===== src/rtl/branch_buffer_types_pkg.sv =====
// Shared types for the branch predictor: FSM states and 2-bit direction counter values.
package branch_buffer_types_pkg;

    typedef enum logic [1:0] {
        IDLE,
        FLUSH,
        DRAIN
    } bpstate_t;

    typedef logic [1:0] cnt_t;

    localparam cnt_t SNT = 2'd0;
    localparam cnt_t WNT = 2'd1;
    localparam cnt_t WT  = 2'd2;
    localparam cnt_t ST  = 2'd3;

endpackage


===== src/rtl/sat_counter2.sv =====
// Next-value logic for a 2-bit saturating direction counter.
module sat_counter2
    import branch_buffer_types_pkg::*;
(
    input  cnt_t cnt_in,
    input  logic inc,
    output cnt_t cnt_out
);

    always_comb begin
        cnt_out = cnt_in;
        if (inc) begin
            if (cnt_in != ST) cnt_out = cnt_in + 2'd1;
        end else begin
            if (cnt_in != SNT) cnt_out = cnt_in - 2'd1;
        end
    end

endmodule


===== src/rtl/branch_predict_ctrl.sv =====
// Branch predictor controller: IF prediction from BTB data, MEM-stage resolution and
// flush/redirect recovery. Define BRANCH_STATS_EN to add br_count/mis_count outputs.
module branch_predict_ctrl
    import branch_buffer_types_pkg::*;
#(
    parameter int unsigned ENTRIES  = 4,
    parameter int unsigned IDX_W    = 2,
    parameter logic [1:0]  CNT_INIT = 2'b01
) (
    input  logic                  CLK,
    input  logic                  nRST,
    input  logic [31:0]           IFpc,
    input  logic                  PRvalid,
    input  logic [31-IDX_W-2:0]   PRtag,
    input  logic [31:0]           PRbpc,
    output logic                  pred_taken,
    output logic [31:0]           pred_pc,
    input  logic                  MMvalid,
    input  logic                  MMisbr,
    input  logic                  MMtaken,
    input  logic [31:0]           MMpc,
    input  logic [31:0]           MMbpc,
    input  logic                  MMpredtaken,
    input  logic [31:0]           MMpredpc,
    input  logic                  pipe_stall,
    input  logic                  flush_ack,
    output logic                  bb_wen,
    output logic                  flush_req,
    output logic [31:0]           redirect_pc,
    output logic                  mispredict
`ifdef BRANCH_STATS_EN
    ,
    output logic [31:0]           br_count,
    output logic [31:0]           mis_count
`endif
);

    cnt_t             cnt [ENTRIES];
    cnt_t             cnt_next;
    bpstate_t         state;
    logic [IDX_W-1:0] if_idx;
    logic [IDX_W-1:0] mm_idx;
    logic             hit;
    logic             res;
    logic             mis;
    logic [31:0]      actual_pc;
    logic             unused_predtaken;

    assign if_idx = IFpc[IDX_W+1:2];
    assign mm_idx = MMpc[IDX_W+1:2];

    assign hit        = PRvalid && (PRtag == IFpc[31:IDX_W+2]);
    assign pred_taken = hit && cnt[if_idx][1];
    assign pred_pc    = pred_taken ? PRbpc : IFpc + 32'd4;

    // Direction is implied by the predicted PC, so only the PC compare matters.
    assign unused_predtaken = MMpredtaken;

    assign actual_pc  = MMtaken ? MMbpc : MMpc + 32'd4;
    assign res        = nRST && MMvalid && MMisbr && !pipe_stall && (state == IDLE);
    assign mis        = res && (actual_pc != MMpredpc);
    assign bb_wen     = res && MMtaken;
    assign mispredict = mis;

    sat_counter2 u_sat (
        .cnt_in  (cnt[mm_idx]),
        .inc     (MMtaken),
        .cnt_out (cnt_next)
    );

    always_ff @(posedge CLK) begin
        if (!nRST) begin
            for (int i = 0; i < int'(ENTRIES); i++) cnt[i] <= CNT_INIT;
            state       <= IDLE;
            flush_req   <= 1'b0;
            redirect_pc <= '0;
        end else begin
            if (res) cnt[mm_idx] <= cnt_next;
            unique case (state)
                IDLE: begin
                    if (mis) begin
                        state       <= FLUSH;
                        flush_req   <= 1'b1;
                        redirect_pc <= actual_pc;
                    end
                end
                FLUSH: begin
                    if (flush_ack) begin
                        state     <= DRAIN;
                        flush_req <= 1'b0;
                    end
                end
                DRAIN: state <= IDLE;
                default: begin
                    state     <= IDLE;
                    flush_req <= 1'b0;
                end
            endcase
        end
    end

`ifdef BRANCH_STATS_EN
    always_ff @(posedge CLK) begin
        if (!nRST) begin
            br_count  <= '0;
            mis_count <= '0;
        end else begin
            if (res && (br_count != 32'hFFFF_FFFF)) br_count <= br_count + 32'd1;
            if (mis && (mis_count != 32'hFFFF_FFFF)) mis_count <= mis_count + 32'd1;
        end
    end
`endif

endmodule


===== config.mk =====
export PLATFORM = sky130hd
export DESIGN_NAME = branch_predict_ctrl
export DESIGN_NICKNAME = d
export VERILOG_FILES = /design/src/rtl/branch_buffer_types_pkg.sv /design/src/rtl/sat_counter2.sv /design/src/rtl/branch_predict_ctrl.sv
export SDC_FILE = /design/constraint.sdc
export NUM_CORES = 1
export LEC_CHECK = 0
export BUFFER_PORTS_ARGS = -buffer_cell sky130_fd_sc_hd__buf_2
export CELL_PAD_IN_SITES_DETAIL_PLACEMENT = 0
export CELL_PAD_IN_SITES_GLOBAL_PLACEMENT = 1
export CORE_MARGIN = 2
export CORE_UTILIZATION = 35
export DETAILED_ROUTE_END_ITERATION = 10
export PLACE_DENSITY_LB_ADDON = 0.1
export SYNTH_ARGS = -nofsm -noshare
export SYNTH_HDL_FRONTEND = slang
export SYNTH_HIERARCHICAL = 1
export SYNTH_SLANG_ARGS = --single-unit

===== constraint.sdc =====
create_clock -name CLK -period 6.15 [get_ports CLK]
set_input_delay 0.3075 -clock CLK [delete_from_list [all_inputs] [get_ports CLK]]
set_output_delay 0.3075 -clock CLK [all_outputs]
set_load 0.05 [all_outputs]

; ---- Yosys cells after proc, flatten, opt, wreduce, memory -nomap -nowiden
; Memories as Yosys holds them, arrays and structs flattened.
; Index checks and enable logic that the tools add are counted.
[op_classes]
reduce_logical = 15
muxes = 18
n_addsub = 4
n_eq_ne = 7
bitwise_logic = 1
[ops]
columns = op, count
row1 = 32-bit by 3-bit adder with 32-bit output (second input constant), 2
row2 = 32-bit two-way mux, 2
row3 = 32-bit != test, 1
row4 = 28-bit == test, 1
row5 = 2-bit two-way mux, 7
row6 = 1-bit logical AND, 8
row7 = 1-bit two-way mux, 7
row8 = 2-bit != test (second input constant), 3
row9 = 2-bit case mux with 2 select lines, 1
row10 = 2-bit AND reduction, 2
row11 = 1-bit case mux with 3 select lines, 1
row12 = 3-bit AND reduction, 1
row13 = 2-bit by 1-bit adder with 2-bit output (second input constant), 1
row14 = 2-bit by 1-bit == test with 1-bit output (second input constant), 1
row15 = 2-bit == test (second input constant), 1
row16 = 2-bit zero test, 1
row17 = 2-bit nonzero test, 1
row18 = 2-bit OR reduction, 1
row19 = 2-bit by 1-bit subtractor with 2-bit output (second input constant), 1
row20 = 1-bit zero test, 1
row21 = 1-bit NOT, 1
[totals]
register_bits = 35
memories = 1
mem_bits_rw = 8
wordCells = 49
in_bits = 197
[mem_list]
columns = memory, depth, word_bits, rd, rd_clocked_by_memory_dff, write_ports, line_no
row1 = cnt, 4, 2, 2, 0, 4, branch_predict_ctrl.sv:38  ; cnt_t cnt [ENTRIES];

; ---- Depth between registers and ports, before layout
; Gate-level depths: netlist (run 1).
[depth]
word_depth = 9
depth_mapped = 12

; ---- Modules after synthesis
; The synthesis (run 1) kept the hierarchy.
[modules_own_cells]
columns = module, instances, cells_each, seq_area_each_um2, area_each_um2
row1 = branch_predict_ctrl, 1, 716, 940.9, 5266.3
row2 = sat_counter2, 1, 3, 0.0, 26.3

; ---- Worst setup path after synthesis (run 1)
; OpenSTA, ideal clock, no wires.
[synth_timing]
kind = input-to-output
from = in IFpc[13]
to = out pred_pc[31]
path_slack_ps = 2914
path_buffers = 1
t_arrival_ps = 2929
required_time_ps = 5843
cell_stages = 8
cell_sequence = clkbuf_1 nand4_1 nor4_1 and3_1 nor2b_1 nand3_1 xor2_1 o21ai_0
[synth_via]
elab_chain_cells = 4
elab_cells_between_ends = 5
[synth_rtl]
columns = item, line_no
row1 = from (decl), branch_predict_ctrl.sv:12  ; input logic [31:0] IFpc,
row2 = branches (longest 3 deep; another with 32-bit by 3-bit adder with 32-bit output), -
row3 = 32-bit two-way mux (*), branch_predict_ctrl.sv:54  ; assign pred_pc = pred_taken ? PRbpc : IFpc + 32'd4;
row4 = to (decl), branch_predict_ctrl.sv:17  ; output logic [31:0] pred_pc,
; Every way passes the cells marked *.

; ---- Worst setup path in the final report (run 1)
[layout_timing]
from = in MMpc[2]
to = out mispredict
[layout_via]
elab_chain_cells = 4
[layout_rtl]
columns = item, line_no
row1 = from (decl), branch_predict_ctrl.sv:21  ; input logic [31:0] MMpc,
row2 = 32-bit by 3-bit adder with 32-bit output, branch_predict_ctrl.sv:59  ; assign actual_pc = MMtaken ? MMbpc : MMpc + 32'd4;
row3 = 32-bit two-way mux, branch_predict_ctrl.sv:59
row4 = 32-bit != test, branch_predict_ctrl.sv:61  ; assign mis = res && (actual_pc != MMpredpc);
row5 = 1-bit logical AND, branch_predict_ctrl.sv:61
row6 = to (decl), branch_predict_ctrl.sv:30  ; output logic mispredict
; No other way between the ends.

==> metrics.md, run 1 <==
| Metric | Value |
|---|---|
| Status | `complete, no violations` |
| Pwr/cell area | `151 mW/mm^2` |
| Worst Reg-to-Reg Cells | `5` |
| Most frequent cells in the layout | `263 x buf_2, 76 x nor2_1, 68 x nand2_1, 63 x xor2_1, 63 x xnor2_1` |
| Post-Route WL | `~21000 um` |
| Top FF cell, synth | `dfxtp_1` |
| Vias in the first global route | `5822` |
| Critical path class | `input port to output pin` |
| Final setup violation count | `0` |
| Mapped cell area | `0.00529 sq mm` |
| Total GRT Usage | `25.4%` |
| Layout cells sized above 1 | `31.0%` |
| Worst stage delay on the critical path | `0.65 ns` |
| Comb power frac | `between 30% and 40%` |
| Layout area overhead | `28.3%` |
| Hold path depth | `2` |
| Via density | `roughly 5.4` |
| Pint | `638 uW` |
| Reg-to-reg startpoint | `state[1]$_SDFFE_PN0P_` |
| R2r endpoint | `redirect_pc[20]$_SDFFE_PN0P_` |
| Largest net degree at the start of global routing | `53` |
| Net Sw Frac | `38.0%` |
| Ranking of synthesized cells by area | `dfxtp_1 13%, xnor2_1 10%, xor2_1 10%` |
| TritonCTS Buffers | `5` |
| Cell taking the most area after synthesis | `dfxtp_1` |
| Core area | `0.0146 sq mm` |
| WP buf/inv | `2` |
| Slew HR | `29.4%` |
| Setup tns final | `0 ns` |
| Sequential power share | `29.4%` |
| Ys Warns | `6` |
| Maximum root-to-sink buffer count | `2` |
| CP max stage cell | `nor4_1` |
| Crit path launch type | `input port` |
| GRT overflow | `0` |
| DPL Wire Length | `~18000 um` |
| First-pass GRT wire length | `~32000 um` |
| FP Rows | `44` |
| Max-cap violations | `0` |
| Critical Path Fanout Max | `21` |
| Cell variety after synth | `68` |
| Clk pwr share | `30.8%` |
| Port buffer count | `263` |
| Post-synthesis cell count | `slightly above 700` |
| Die Ht | `127 um` |
| Leak Pwr | `0.00292 uW` |
| H-tree depth | `2` |
| Unrepaired setup endpoints after global routing | `no` |
| Drt first pass iters | `5` |
| Hold Crit Class | `input port to flip-flop` |
| Sw Pwr | `391 uW` |
| Crit path time final | `roughly 4.0 ns` |
| Clock Skews | `0.00533 ns` |
| Top cell type's share of synthesized area | `a little over an eighth` |
| Clock Root Buffer | `clkbuf_16` |
| Area of the die | `0.0161 sq mm` |
| Sink Count | `43` |
| Top delay family on crit path | `simple AND/OR/NAND/NOR gates` |
| Net count of the mapped netlist | `918` |
| CTS tree | `built` |
| Hold Path End | `state[0]$_SDFFE_PN0P_` |
| Top achievable clock speed | `0.252 GHz` |
| Worst-path clk slew | `0.07 ns` |
| Final worst-path cycle share | `roughly 65%` |
| Slack of the worst reg-to-reg path | `3.86 ns` |
| Actual slew at the worst max-slew pin | `1.05 ns` |
| Most Frequent Cell on Critical Path | `buf_2` |
| Post-CTS resize count | `0` |
| Latest clock arrival within the worst-skew pair | `0.29 ns` |
| Routed Antenna Nets | `0` |
| Initial antenna violation count | `1` |
| DIE WIDTH | `127 um` |
| Post-Syn Area per Cell | `7.36 sq um` |
| Remaining DRCs | `0` |
| GP Congestion | `about 0.95` |
| EDFF count, synth | `8` |
| CP cell instances | `buf_2, ha_1, nand3_2, nor4_1, nand4_1, xor2_1, o221a_1, a41o_1, and4_4, nor2_8, buf_2` |
| Hold violation count in the final report | `0` |
| Final net count | `1139` |
| Crit. End Element | `output pin` |
| Routed vias | `~6100` |
| Initial Util | `36.1%` |
| Hold buffers post-CTS | `0` |
| Share of flip-flops with an asynchronous set or reset | `0%` |
| Post-CTS Setup Bufs | `0` |
| Crit path DAT | `3.66 ns` |
| VDD IR max | `approximately 130 uV` |
| Tot Pwr | `between 1000 and 1500 uW` |
| Post-synthesis sequential area ratio | `17.8%` |
| Crit path required time | `5.84 ns` |
| Final Max Tran Viols | `0` |
| Fill cell count | `around 1600` |
| Initial DRC Count | `around 320` |
| Io pins | `265` |
| Worst Hold Launch | `flush_ack` |
| Number of register bits inferred by synthesis | `43` |
| Routed length per instance | `between 15 and 20 um` |
| Commonest non-fill, non-tap cell in the layout | `buf_2` |
==> worst max-delay path by stage <==
stage	start	endpoint	cells after the start
floorplan	IFpc[13]	pred_pc[31]	8
global placement	MMpc[2]	mispredict	11
detailed placement	MMpc[2]	redirect_pc[29]$_SDFFE_PN0P_	12
CTS	MMpc[2]	mispredict	11
global route	MMpc[2]	mispredict	11
finish	MMpc[2]	mispredict	11
==> sequential cells by signal, summed over array words and instances (netlist names) <==
register and flops:
cnt 8, flush_req 1, redirect_pc 32, state 2
==> metal layers <==
metal / GRT usage (%) / vias up / share of wire, % / wire [um]
met3: 3.60 / 37 / 6.7 / 1440
li1: - / 3009 / - / -
met1: 30.9 / 2800 / 40 / 8660
met5: 0 / - / 0 / 0
met2: 46.0 / 263 / 50 / 10700
met4: 8.14 / 0 / 2.9 / 626
==> final cells by class <==
class / count / area [sq um] / area share [%]
Multi-Input combinational cell: 606 / 4030 / 59.4
Timing Repair Buffer: 268 / 1350 / 19.9
Sequential cell: 43 / 941 / 13.9
Tap cell: 184 / 230 / 3.39
Clock buffer: 5 / 125 / 1.84
Inverter: 16 / 60.1 / 0.885
Clock inverter: 3 / 46.3 / 0.682
Antenna cell: 1 / 2.50 / 0.0369
==> kinds of logic (layout without fill, tap and decap cells) <==
family,after synthesis,in the layout,synth area share [%]
adders and majority gates,4,4,0.898
other,0,1,0
AOI/OAI and AO/OA,122,122,14.4
buffers and inverters,70,292,6.10
xor gates and xnor gates,128,128,21.7
muxes,47,47,9.67
DFF,43,43,17.8
and+or+nand+nor,305,305,29.4
==> synth_stat cells (all sizes together) (3+ instances only) <==
master  number
o31ai        4
and4         8
mux4         3
nand2       68
nor2b        4
xor2        63
nand4       26
or3          8
xnor2       63
nand3       35
o21ai       16
edfxtp       8
nor2        77
and2         4
buf         21
and3        19
a31oi        9
o211ai       6
nor4        15
dfxtp       35
mux2         3
inv         16
mux2i       41
nand2b       9
a21oi       55
nor3        18
clkbuf      33
a21o         4
o221ai       3
o32ai        3
or4          8
==> power by group through the flow <==
stage                     combinational (uW)  sequential (uW)  clock, uW
final                                    409              302        317
after global routing                     439              303        334
after CTS                                410              302        321
after detailed placement                 408              308          0
after global placement                   406              308          0
after floorplan                          220              334          0
==> per-stage QoR <==
step | utilization [%] | hold WS, ns | area [sq um] | instances | setup slack [ns]
6_report | 46.4 | 0.207 | 6790 | 1126 | 2.18
5_1_grt | 46.4 | 0.210 | 6790 | 1126 | 1.91
4_1_cts | 46.3 | 0.209 | 6790 | 1125 | 2.15
3_5_place_dp | 45.2 | 0.443 | 6610 | 1117 | 2.16
3_3_place_gp | 45.2 | 0.441 | 6610 | 1117 | 2.13
2_1_floorplan | - | 0.402 | 5290 | 719 | 2.91
(Power assumes the default switching activity.)
==> inputs of run 2 (changes only) <==
--- a/config.mk
+++ b/config.mk
@@ -9,7 +9,7 @@
 export CELL_PAD_IN_SITES_DETAIL_PLACEMENT = 0
 export CELL_PAD_IN_SITES_GLOBAL_PLACEMENT = 1
 export CORE_MARGIN = 2
-export CORE_UTILIZATION = 35
+export CORE_UTILIZATION = 32
 export DETAILED_ROUTE_END_ITERATION = 10
 export PLACE_DENSITY_LB_ADDON = 0.1
 export SYNTH_ARGS = -nofsm -noshare
==> constraint.sdc (replaced) <==
create_clock -name CLK -period 3.7 [get_ports CLK]
set_input_delay 0.185 -clock CLK [delete_from_list [all_inputs] [get_ports CLK]]
set_output_delay 0.185 -clock CLK [all_outputs]
set_load 0.05 [all_outputs]
==> run 2 against run 1 <==
Sequential share of layout area fell by 0.31 points. First-iteration DRC count fell by 2.5%. Cell area rose by 2.3%. Register-to-register slack got worse by 2.1 ns. Critical endpoint unchanged. Critical path depth did not move. Highest routed layer unchanged. Clock power rose by 66%. Non-clock buffer count rose by 14. Largest power group unchanged. Die area rose by 9.1%.
==> metrics.md, run 2 (same netlist as run 1, synthesis figures left out) <==
| Metric | Value |
|---|---|
| Initial Util | `32.4%` |
| Routed vias | `approximately 6000` |
| Drt first pass iters | `5` |
| Area of the die | `0.0176 sq mm` |
| CP cell instances | `buf_2, ha_1, nand3_2, or4_1, nor3_2, xnor2_1, o221a_1, a41o_1, and4_4, nor2_8, buf_2` |
| Placement Setup Slack | `around 0.38 ns` |
| Post-CTS Setup Bufs | `0` |
| Max FFs per register | `32` |
| Worst-path clk slew | `0.06 ns` |
| Biggest register | `redirect_pc` |
| Io pins | `265` |
| Largest net degree at the start of global routing | `40` |
| Core area | `0.0163 sq mm` |
| Remaining DRCs | `0` |
| Antenna cells | `0` |
| DPL Wire Length | `18700 um` |
| Commonest non-fill, non-tap cell in the layout | `buf_2` |
| Top achievable clock speed | `0.304 GHz` |
| Crit path DAT | `3.11 ns` |
| TritonCTS Buffers | `5` |
| Routed length per instance | `18.7 um` |
| Unrepaired setup endpoints after global routing | `no` |
| DIE WIDTH | `about 130 um` |
| Die Ht | `133 um` |
| Hold buffers post-CTS | `0` |
| CTS tree | `built` |
| Clock Skews | `between 0.004 and 0.005 ns` |
| Routed Antenna Nets | `0` |
| Initial antenna violation count | `0` |
| Pwr/cell area | `248 mW/mm^2` |
| Status | `complete, no violations` |
| Port buffer count | `263` |
| Hold Crit Class | `input port to flip-flop` |
| Setup tns final | `0 ns` |
| Final net count | `1153` |
| GP Congestion | `0.926` |
| Slew HR | `roughly half` |
| First-pass GRT wire length | `32700 um` |
| Leak Pwr | `0.00299 uW` |
| Hold violation count in the final report | `0` |
| Register area | `941 sq um` |
| Critical path class | `input port to output pin` |
| Layout area overhead | `31.2%` |
| Post-Route WL | `roughly 22000 um` |
| Sink Count | `43` |
| Post-CTS resize count | `0` |
| Vias in the first global route | `5944` |
| Crit path required time | `3.51 ns` |
| H-tree depth | `2` |
| Actual slew at the worst max-slew pin | `0.772 ns` |
| Most Frequent Cell on Critical Path | `buf_2` |
| CP max stage cell | `or4_1` |
| Final Max Tran Viols | `0` |
| VDD IR max | `143 uV` |
| Crit path time final | `3.29 ns` |
| Biggest regs | `redirect_pc: 32 flops, cnt: 8 flops, state: 2 flops` |
| Crit. End Element | `output pin` |
| Initial DRC Count | `308` |
| Multi-input gate area | `0.00403 sq mm` |
| Worst stage delay on the critical path | `0.70 ns` |
| Critical Path Fanout Max | `19` |
| Total GRT Usage | `23.7%` |
| FP Rows | `47` |
| Crit path launch type | `input port` |
| Fill cell count | `1830` |
| GRT overflow | `0` |
| Most frequent cells in the layout | `263 x buf_2, 76 x nor2_1, 68 x nand2_1, 63 x xor2_1, 63 x xnor2_1` |
| Final setup violation count | `0` |
| Layout cells sized above 1 | `32.0%` |
| Clock Root Buffer | `clkbuf_16` |
| Max-cap violations | `0` |
| Final worst-path cycle share | `89.0%` |
| Setup ws final | `0.406 ns` |
| Maximum root-to-sink buffer count | `2` |
| Via density | `5.20` |
| Latest clock arrival within the worst-skew pair | `between 0.2 and 0.3 ns` |
-- run 2: area by class of cell --
type                    instances  area share, %
clock inverters                 2          0.559
well taps                     220           3.97
repair buffers                282           21.0
multi-input cells             606           58.0
clock buffers                   6           2.00
flip-flops and latches         43           13.6
inverters                      16          0.865
-- run 2: per-layer routing --
layer	share of wire (%)	global-route usage [%]	wire length [um]
met4	3.3	8.78	724
met1	40	27.7	8710
met3	6.3	2.95	1390
met5	0	0	0
met2	51	44.2	11200
-- run 2: path summary, 6_finish.rpt --
check                            endpoint  slack (ns)                    startpoint  cells after the start
max                            mispredict        0.41                       MMpc[2]                     11
min                 state[0]$_SDFFE_PN0P_        0.10                     flush_ack                      2
max reg2reg       cnt[0][0]$_SDFFCE_PN1P_        1.73       cnt[2][1]$_SDFFCE_PN0P_                      5
min reg2reg  redirect_pc[10]$_SDFFE_PN0P_        0.45  redirect_pc[10]$_SDFFE_PN0P_                      2
-- run 2: critical path, delay by kind of cell --
family                   cells  cell delay (ns)
AND/OR/NAND/NOR              5             1.70
AO/OA/AOI/OAI                2             0.46
buffers and inverters        2             0.43
XOR/XNOR                     1             0.09
adder cells (fa/ha/maj)      1             0.22
-- run 2: report_power, final --
part	internal, uW	switching [uW]	leakage (uW)
combinational	251	442	0.00255
sequential	493	8.80	0.000355
clock	339	186	0.0000875
-- run 2: through the flow --
stage	std cells	power (uW)	hold slack, ns	utilization (%)	cell area [sq um]
6_report	1175	1720	0.102	42.5	6940
5_1_grt	1175	1800	0.0901	42.5	6940
4_1_cts	1175	1730	0.0910	42.5	6940
3_5_place_dp	1167	1200	0.399	41.4	6760
3_3_place_gp	1167	1200	0.396	41.4	6760
2_1_floorplan	719	922	0.279	-	5290
==> inputs of run 3 (changes only) <==
==> constraint.sdc (replaced) <==
create_clock -name CLK -period 3.78 [get_ports CLK]
set_input_delay 0.189 -clock CLK [delete_from_list [all_inputs] [get_ports CLK]]
set_output_delay 0.189 -clock CLK [all_outputs]
set_load 0.05 [all_outputs]
==> run 3 against run 2 <==
Via count grew 1.1%. Flip-flop and latch count is the same. Critical path type unchanged. First-iteration DRC count shrank 13%. Clock skew is essentially flat. Worst setup slack lost 0.0085 ns. Power shrank 7.2%. Wire length grew 0.70%. Worst hold slack gained 0.0074 ns. Utilization shrank 0.20 points. Clock-buffer cell count shrank 1.
==> metrics.md, run 3 (same netlist as run 1, synthesis figures left out) <==
| Metric | Value |
|---|---|
| VDD IR max | `191 uV` |
| DIE WIDTH | `~130 um` |
| Initial Util | `32.4%` |
| Routed Antenna Nets | `0` |
| Critical Path Fanout Max | `29` |
| Critical path class | `input port to output pin` |
| Hold Crit Class | `input port to flip-flop` |
| Slew HR | `52.8%` |
| Unrepaired setup endpoints after global routing | `no` |
| FP Rows | `47` |
| Hold violation count in the final report | `0` |
| Crit path required time | `approximately 3.6 ns` |
| First-pass GRT wire length | `33100 um` |
| Io pins | `265` |
| Pwr/cell area | `around 230 mW/mm^2` |
| Layout area overhead | `30.5%` |
| Final worst-path cycle share | `89.5%` |
| Total GRT Usage | `24.0%` |
| CTS tree | `built` |
| Post-CTS resize count | `0` |
| Leak Pwr | `0.00297 uW` |
| Crit. End Element | `output pin` |
| Max FFs per register | `32` |
| H-tree depth | `2` |
| Clock Root Buffer | `clkbuf_16` |
| Crit path launch type | `input port` |
| Post-CTS Setup Bufs | `0` |
| WP buf/inv | `2` |
| Layout cells sized above 1 | `31.8%` |
| Biggest regs | `redirect_pc: 32 flops, cnt: 8 flops, state: 2 flops` |
| Latest clock arrival within the worst-skew pair | `0.29 ns` |
| GRT overflow | `0` |
| Final net count | `around 1200` |
| Top delay family on crit path | `simple AND/OR/NAND/NOR gates` |
| Placement Setup Slack | `0.405 ns` |
| Hold buffers post-CTS | `0` |
| Actual slew at the worst max-slew pin | `0.708 ns` |
| Final setup violation count | `0` |
| Port buffer count | `263` |
| Maximum root-to-sink buffer count | `2` |
| Drt first pass iters | `7` |
| Worst stage delay on the critical path | `0.67 ns` |
| Crit path DAT | `3.19 ns` |
| Worst-path clk slew | `0.06 ns` |
| Post-Route WL | `22200 um` |
| Remaining DRCs | `0` |
| Vias in the first global route | `just under 6000` |
| Die Ht | `133 um` |
| GP Congestion | `roughly 0.93` |
| Largest net degree at the start of global routing | `61` |
| Biggest register | `redirect_pc` |
| Area of the die | `0.0176 sq mm` |
| Via density | `5.26` |
| Routed vias | `6181` |
| Clock Skews | `around 0.0044 ns` |
| Most Frequent Cell on Critical Path | `buf_2` |
| Setup ws final | `0.398 ns` |
| Final Max Tran Viols | `0` |
| Initial DRC Count | `268` |
| Routed length per instance | `18.9 um` |
| Fill cell count | `1788` |
| Crit path time final | `3.38 ns` |
| Max-cap violations | `0` |
| DPL Wire Length | `18600 um` |
| Sink Count | `43` |
| Setup tns final | `0 ns` |
| Status | `complete, no violations` |
| CP cell instances | `buf_2, nand4_1, or4_1, nor3_2, xnor2_1, o221a_1, a41o_1, and4_4, nor2_8, buf_2` |
| CP max stage cell | `or4_1` |
| Most frequent cells in the layout | `263 x buf_2, 76 x nor2_1, 68 x nand2_1, 63 x xor2_1, 63 x xnor2_1` |
| Core area | `0.0163 sq mm` |
| Top achievable clock speed | `roughly 0.30 GHz` |
| Initial antenna violation count | `1` |
| TritonCTS Buffers | `5` |
| Commonest non-fill, non-tap cell in the layout | `buf_2` |
run 3: path summary, 6_finish.rpt:
check	start	end	slack, ns	cells past startpoint
max	MMpc[9]	mispredict	0.40	10
min	flush_ack	state[0]$_SDFFE_PN0P_	0.11	2
max reg2reg	cnt[3][1]$_DFFE_PP_	cnt[0][0]$_SDFFCE_PN1P_	1.81	5
min reg2reg	redirect_pc[22]$_SDFFE_PN0P_	redirect_pc[22]$_SDFFE_PN0P_	0.46	2
run 3: power breakdown:
group	total [uW]	internal [uW]	switching (uW)	leakage, uW
registers	491	482	8.49	0.000355
logic	680	245	435	0.00254
clock network	426	244	183	0.0000675
total	1600	971	626	0.00297
run 3: per-layer routing:
metal	track usage, %	vias to the layer above	wire length [um]
met5	0	-	0
met1	27.8	2858	8760
li1	-	3032	-
met2	45.7	266	11500
met4	7.35	0	534
met3	2.80	25	1420
run 3: area by class of cell:
cell class,count,area (sq um),area share [%]
timing repair buffer,280,1460,21.1
tap,220,275,3.98
multi-input combinational,606,4030,58.3
inverter,16,60.1,0.869
clock buffer,5,125,1.81
antenna,1,2.50,0.0362
clock inverter,3,20.0,0.290
sequential,43,941,13.6
run 3: metrics by stage:
| stage | instances | util, % | cell area (sq um) | hold slack [ns] | power (uW) |
|---|---|---|---|---|---|
| floorplan | 719 | - | 5290 | 0.283 | 903 |
| global placement | 1165 | 41.4 | 6760 | 0.395 | 1170 |
| detailed placement | 1165 | 41.4 | 6760 | 0.413 | 1180 |
| CTS | 1173 | 42.2 | 6910 | 0.103 | 1610 |
| global route | 1174 | 42.3 | 6910 | 0.127 | 1670 |
| finish | 1174 | 42.3 | 6910 | 0.109 | 1600 |
